===== config.mk =====
export PLATFORM = sky130hd
export DESIGN_NAME = stream_rr_arbiter
export DESIGN_NICKNAME = d
export VERILOG_FILES = /design/src/rtl/stream_arb_pkg.sv /design/src/rtl/rr_pick.sv /design/src/rtl/stream_rr_arbiter.sv
export SDC_FILE = /design/constraint.sdc
export NUM_CORES = 1
export LEC_CHECK = 0
export ABC_AREA = 0
export BUFFER_PORTS_ARGS = -buffer_cell sky130_fd_sc_hd__buf_2
export CAP_MARGIN = 20
export CORE_MARGIN = 2
export CORE_UTILIZATION = 49
export DETAILED_ROUTE_END_ITERATION = 10
export PLACE_DENSITY = 0.8
export SYNTH_ARGS = -nofsm -noshare
export SYNTH_HDL_FRONTEND = slang
export SYNTH_SLANG_ARGS = --single-unit

===== constraint.sdc =====
create_clock -name clk -period 2.7 [get_ports clk]
set_clock_uncertainty 0.1 [all_clocks]
set_input_delay 0.135 -clock clk [delete_from_list [all_inputs] [get_ports clk]]
set_output_delay 0.135 -clock clk [all_outputs]
set_load 0.01 [all_outputs]

===== src/rtl/stream_arb_pkg.sv =====
// Shared types and width helpers for the stream round-robin arbiter.
package stream_arb_pkg;

  typedef enum logic [0:0] {
    StIdle = 1'b0,
    StBusy = 1'b1
  } arb_state_e;

  // Requester index width; never narrower than one bit.
  function automatic int unsigned id_width(input int unsigned n);
    return (n <= 2) ? 1 : $clog2(n);
  endfunction

endpackage


===== src/rtl/rr_pick.sv =====
// Rotating-priority picker: first set request at or above rr_ptr, wrapping around.
module rr_pick
  import stream_arb_pkg::*;
#(
  parameter int unsigned N_REQ = 4,
  parameter int unsigned ID_W  = id_width(N_REQ)
) (
  input  logic [N_REQ-1:0] req,
  input  logic [ID_W-1:0]  rr_ptr,
  output logic             any,
  output logic [ID_W-1:0]  idx
);

  logic [2*N_REQ-1:0] w_dbl;
  logic [N_REQ-1:0]   w_rot;

  // Bit k of w_rot is requester (rr_ptr + k) mod N_REQ.
  assign w_dbl = {req, req} >> rr_ptr;
  assign w_rot = w_dbl[N_REQ-1:0];
  assign any   = |req;

  always_comb begin
    int v_sum;
    v_sum = 0;
    idx   = '0;
    // Walk downward so the lowest rotated offset wins.
    for (int k = int'(N_REQ) - 1; k >= 0; k--) begin
      if (w_rot[k]) begin
        v_sum = int'(rr_ptr) + k;
      end
    end
    if (v_sum >= int'(N_REQ)) begin
      v_sum = v_sum - int'(N_REQ);
    end
    idx = ID_W'(v_sum);
  end

endmodule


===== src/rtl/stream_rr_arbiter.sv =====
// Round-robin burst arbiter merging N_REQ valid/ready streams into one registered stream.
module stream_rr_arbiter
  import stream_arb_pkg::*;
#(
  parameter  int unsigned DATA_W    = 8,
  parameter  int unsigned N_REQ     = 4,
  parameter  int unsigned MAX_BURST = 4,
  localparam int unsigned ID_W      = id_width(N_REQ)
) (
  input  logic                    clk,
  input  logic                    rst,
  input  logic [N_REQ*DATA_W-1:0] in_data,
  input  logic [N_REQ-1:0]        in_valid,
  input  logic [N_REQ-1:0]        in_last,
  output logic [N_REQ-1:0]        in_ready,
  output logic [DATA_W-1:0]       out_data,
  output logic [ID_W-1:0]         out_id,
  output logic                    out_valid,
  input  logic                    out_ready
);

  arb_state_e        r_state;
  logic [ID_W-1:0]   r_rr_ptr;
  logic [ID_W-1:0]   r_grant;
  logic [7:0]        r_beat_cnt;
  logic              r_out_valid;
  logic [DATA_W-1:0] r_out_data;
  logic [ID_W-1:0]   r_out_id;

  logic [N_REQ-1:0][DATA_W-1:0] w_data_arr;
  logic                         w_pick_any;
  logic [ID_W-1:0]              w_pick_idx;
  logic                         w_busy;
  logic                         w_sel_valid;
  logic                         w_sel_last;
  logic                         w_slot_free;
  logic                         w_accept;
  logic [7:0]                   w_cnt_next;
  logic                         w_burst_full;
  logic                         w_release;
  logic [ID_W-1:0]              w_next_ptr;

  rr_pick #(
    .N_REQ (N_REQ),
    .ID_W  (ID_W)
  ) u_rr_pick (
    .req    (in_valid),
    .rr_ptr (r_rr_ptr),
    .any    (w_pick_any),
    .idx    (w_pick_idx)
  );

  assign w_data_arr   = in_data;
  assign w_busy       = (r_state == StBusy);
  assign w_sel_valid  = in_valid[r_grant];
  assign w_sel_last   = in_last[r_grant];
  assign w_slot_free  = !r_out_valid || out_ready;
  assign w_accept     = w_busy && w_sel_valid && w_slot_free;
  assign w_cnt_next   = r_beat_cnt + 8'd1;
  assign w_burst_full = (w_cnt_next == 8'(MAX_BURST));
  // Any one of the three causes ends the grant; they collapse into one release.
  assign w_release    = w_busy && (!w_sel_valid || (w_accept && (w_sel_last || w_burst_full)));
  assign w_next_ptr   = (r_grant == ID_W'(N_REQ - 1)) ? '0 : r_grant + 1'b1;

  always_comb begin
    in_ready = '0;
    if (w_busy) begin
      in_ready[r_grant] = w_slot_free;
    end
  end

  always_ff @(posedge clk or negedge rst) begin
    if (!rst) begin
      r_state    <= StIdle;
      r_rr_ptr   <= '0;
      r_grant    <= '0;
      r_beat_cnt <= '0;
    end else begin
      unique case (r_state)
        StIdle: begin
          if (w_pick_any) begin
            r_grant    <= w_pick_idx;
            r_beat_cnt <= '0;
            r_state    <= StBusy;
          end
        end
        StBusy: begin
          if (w_accept) begin
            r_beat_cnt <= w_cnt_next;
          end
          if (w_release) begin
            r_rr_ptr <= w_next_ptr;
            r_state  <= StIdle;
          end
        end
        default: r_state <= StIdle;
      endcase
    end
  end

  always_ff @(posedge clk or negedge rst) begin
    if (!rst) begin
      r_out_valid <= 1'b0;
      r_out_data  <= '0;
      r_out_id    <= '0;
    end else if (w_accept) begin
      r_out_valid <= 1'b1;
      r_out_data  <= w_data_arr[r_grant];
      r_out_id    <= r_grant;
    end else if (out_ready) begin
      r_out_valid <= 1'b0;
    end
  end

  assign out_valid = r_out_valid;
  assign out_data  = r_out_data;
  assign out_id    = r_out_id;

endmodule


==> reports/qor.yml <==
outcome:
  outcome: "finished, final reports clean"
placed_design:
  io_buffers: 57
  place_inst: 232
  place_congestion: 0.786
  dpl.hpwl_um: 2730
finish:
  layout_commonest_cell: "buf_2"
  drive_gt1_share_pct: 43.5
  layout_common_cells: "buf_2, dfrtp_1, mux4_2, nand2_1"
  area_growth_pct: 22.8
  stdcell_count: 237
  layout.nets: 243
  fillers: 236
  diodes: 0
yosys:
  seq_area_frac_synth_pct: 38.5
  yosys.cell_types.count: 38
  synth-edff-count: 0
  synth_area_per_cell_um2: 11.4
  ys_warn_count: 0
  synth-main-ff-cell: "dfrtp_1"
  async_reset_ff_share_pct: 100
  synth_cells: 137
  synth_nets: 186
  netlist_area_um2: 1560
  ys_ff_latch: 24
sta:
  finalSetupViolations: 0
  rsz0062_at_grt: "no"
  fin_crit_sh_pct: 80.5
  relSlewSlack_pct: 63.0
  tightest_slew_ps: 555
  final.setup.tns_ps: 0
  hold_violations: 0
  period_minus_slack_ps: 2170
  drv_slew: 0
  max_freq_mhz: 460
power_and_ir_drop:
  p_leak_nw: 0.932
  max-vdd-ir-drop_uv: 513
  clkPwrFrac_pct: 14.5
  power_frac_seq_pct: 35.1
  p_comb_share_pct: 50.4
  p_int_w: 0.00113
  switchingPower_w: 0.000725
  power_density_nw_per_um2: 970
  switching_share_pct: 39.1
drt:
  drc: 0
  drt_iter0_markers: 38
  antenna_left: 0
  vias: 1340
  drt-total-wl_um: 3580
  wl_met2_um: 1880
  avgViaCountPerCell: 5.65
  met1_length_um: 1420
  met3WireLength_um: 240
  wire_per_inst_um: 15.1
  highest_layer: "met4"
  drt-pass1-iter-count: 4
setup_path:
  worst_ep_required_time_ps: 2820
  worstSetupPathType: "register to register"
  start_kind: "register"
  cp_max_fo: 14
  endpoint_kind: "register"
  arrival_ps: 2300
clock_network:
  cts_tree: "yes"
  cts_made_buffers: 3
  clock_sinks: 24
  clk_pin_slew_worst_paths_ps: 140
  insertion_delay_ps: 320
  cts-resized-gates: 0
  htree_levels: 1
  cts_root_buf: "clkbuf_4"
  clock_path_buffers: 2
floorplan:
  core_um2: 3030
  ios: 58
  fp.dieArea_um2: 3650
  die_h_um: 60.4
  die_w_um: 60.4
  num_rows: 20
  start_util_pct: 51.5
global_routing:
  antenna_found_initial: 0
  grt_pass1_vias: 1313
  grt_overflow: 0
  grt_pass1_wl_um: 5850
  grt_max_degree: 29
  grt_usage_pct: 21.8
min_path:
  min_path_type: "input port to register"
job:
  cap_violations: 0
==> sequential cells by signal, summed over array words and instances (netlist names) <==
| register | cells |
|---|---|
| out_data | 8 |
| out_id | 2 |
| out_valid | 1 |
| r_beat_cnt | 8 |
| r_grant | 2 |
| r_rr_ptr | 2 |
| r_state | 1 |
==> final cells by class <==
type,count,area [um^2],area share (%)
multi-input combinational,98,870,45.4
sequential,24,601,31.4
timing repair buffer,60,310,16.2
tap,44,55.1,2.88
clock inverter,1,30.0,1.57
inverter,7,26.3,1.37
clock buffer,3,22.5,1.18
==> cell families after synthesis <==
logic type | Yosys count | share of synthesized area (%)
xor+xnor | 3 | 1.69
compound gates | 32 | 13.8
simple gates | 37 | 12.8
fa+ha+maj | 6 | 4.82
mux | 20 | 22.6
flops | 24 | 38.5
buf+inv | 15 | 5.70
==> layer usage <==
layer	global-route usage [%]	vias to the layer above
met4	8.57	0
met1	28.1	638
met5	0	-
li1	-	627
met3	2.35	8
met2	37.9	67
==> power by group through the flow <==
stage	Combinational (W)	Sequential (W)	Clock, W
after floorplan	0.000698	0.000638	0
after global placement	0.000895	0.000640	0
after detailed placement	0.000931	0.000656	0
after CTS	0.000942	0.000650	0.000268
after global routing	0.00103	0.000675	0.000286
final	0.000935	0.000652	0.000269
==> per-stage QoR <==
stage          utilization (%)  setup slack, ps  cell area (um^2)  power (W)  hold WS (ps)
2_1_floorplan                -              745              1560    0.00134          -261
3_3_place_gp              61.2              676              1850    0.00153          39.9
3_5_place_dp              61.2              577              1850    0.00159          44.8
4_1_cts                   63.2              549              1910    0.00186          63.1
5_1_grt                   63.2              420              1910    0.00199          70.8
6_report                  63.2              525              1910    0.00186          79.8
==> what timing repair did <==
action	in CTS	in global routing
hold buffers	1	0
endpoints found under the hold margin	24	0
endpoints found under the setup margin	0	0
buffers inserted	0	0
==> cells in the mapped netlist (2+ instances only) <==
| master | instances | area [um^2] |
|---|---|---|
| o31ai_1 | 4 | 30.0 |
| a31oi_1 | 3 | 18.8 |
| nor2b_1 | 2 | 12.5 |
| mux2_4 | 3 | 45.0 |
| nor2_1 | 6 | 22.5 |
| nand2_1 | 9 | 33.8 |
| nand3_1 | 8 | 40.0 |
| mux4_2 | 9 | 203 |
| a21oi_1 | 3 | 15.0 |
| nand2b_1 | 2 | 12.5 |
| mux2_2 | 5 | 56.3 |
| buf_6 | 3 | 33.8 |
| o21ai_1 | 5 | 25.0 |
| and3_1 | 6 | 37.5 |
| xor2_1 | 3 | 26.3 |
| mux2_1 | 2 | 22.5 |
| dfrtp_1 | 24 | 601 |
| inv_1 | 7 | 26.3 |
| ha_1 | 6 | 75.1 |
| buf_4 | 2 | 15.0 |
| o21ai_0 | 8 | 40.0 |
==> worst max-delay path: stages (launching register included) <==
cell and delay (ps):
dfrtp_1 720, mux4_2 400, a31oi_1 180, o22ai_1 120, a31oi_2 190, mux2_1 350
==> final timing paths <==
path,from,to,cells after the start,slack [ps]
setup / recovery,r_grant[1],r_rr_ptr[0],5,530
hold / removal,in_valid[3],r_grant[0],3,80
setup reg to reg,r_grant[1],r_rr_ptr[0],5,530
hold reg to reg,out_id[1],out_id[1],2,420
max in group asynchronous,rst,out_data[0],2,1940
min in group asynchronous,rst,r_state,2,200
Note: power is estimated with default switching activity, not from simulation.
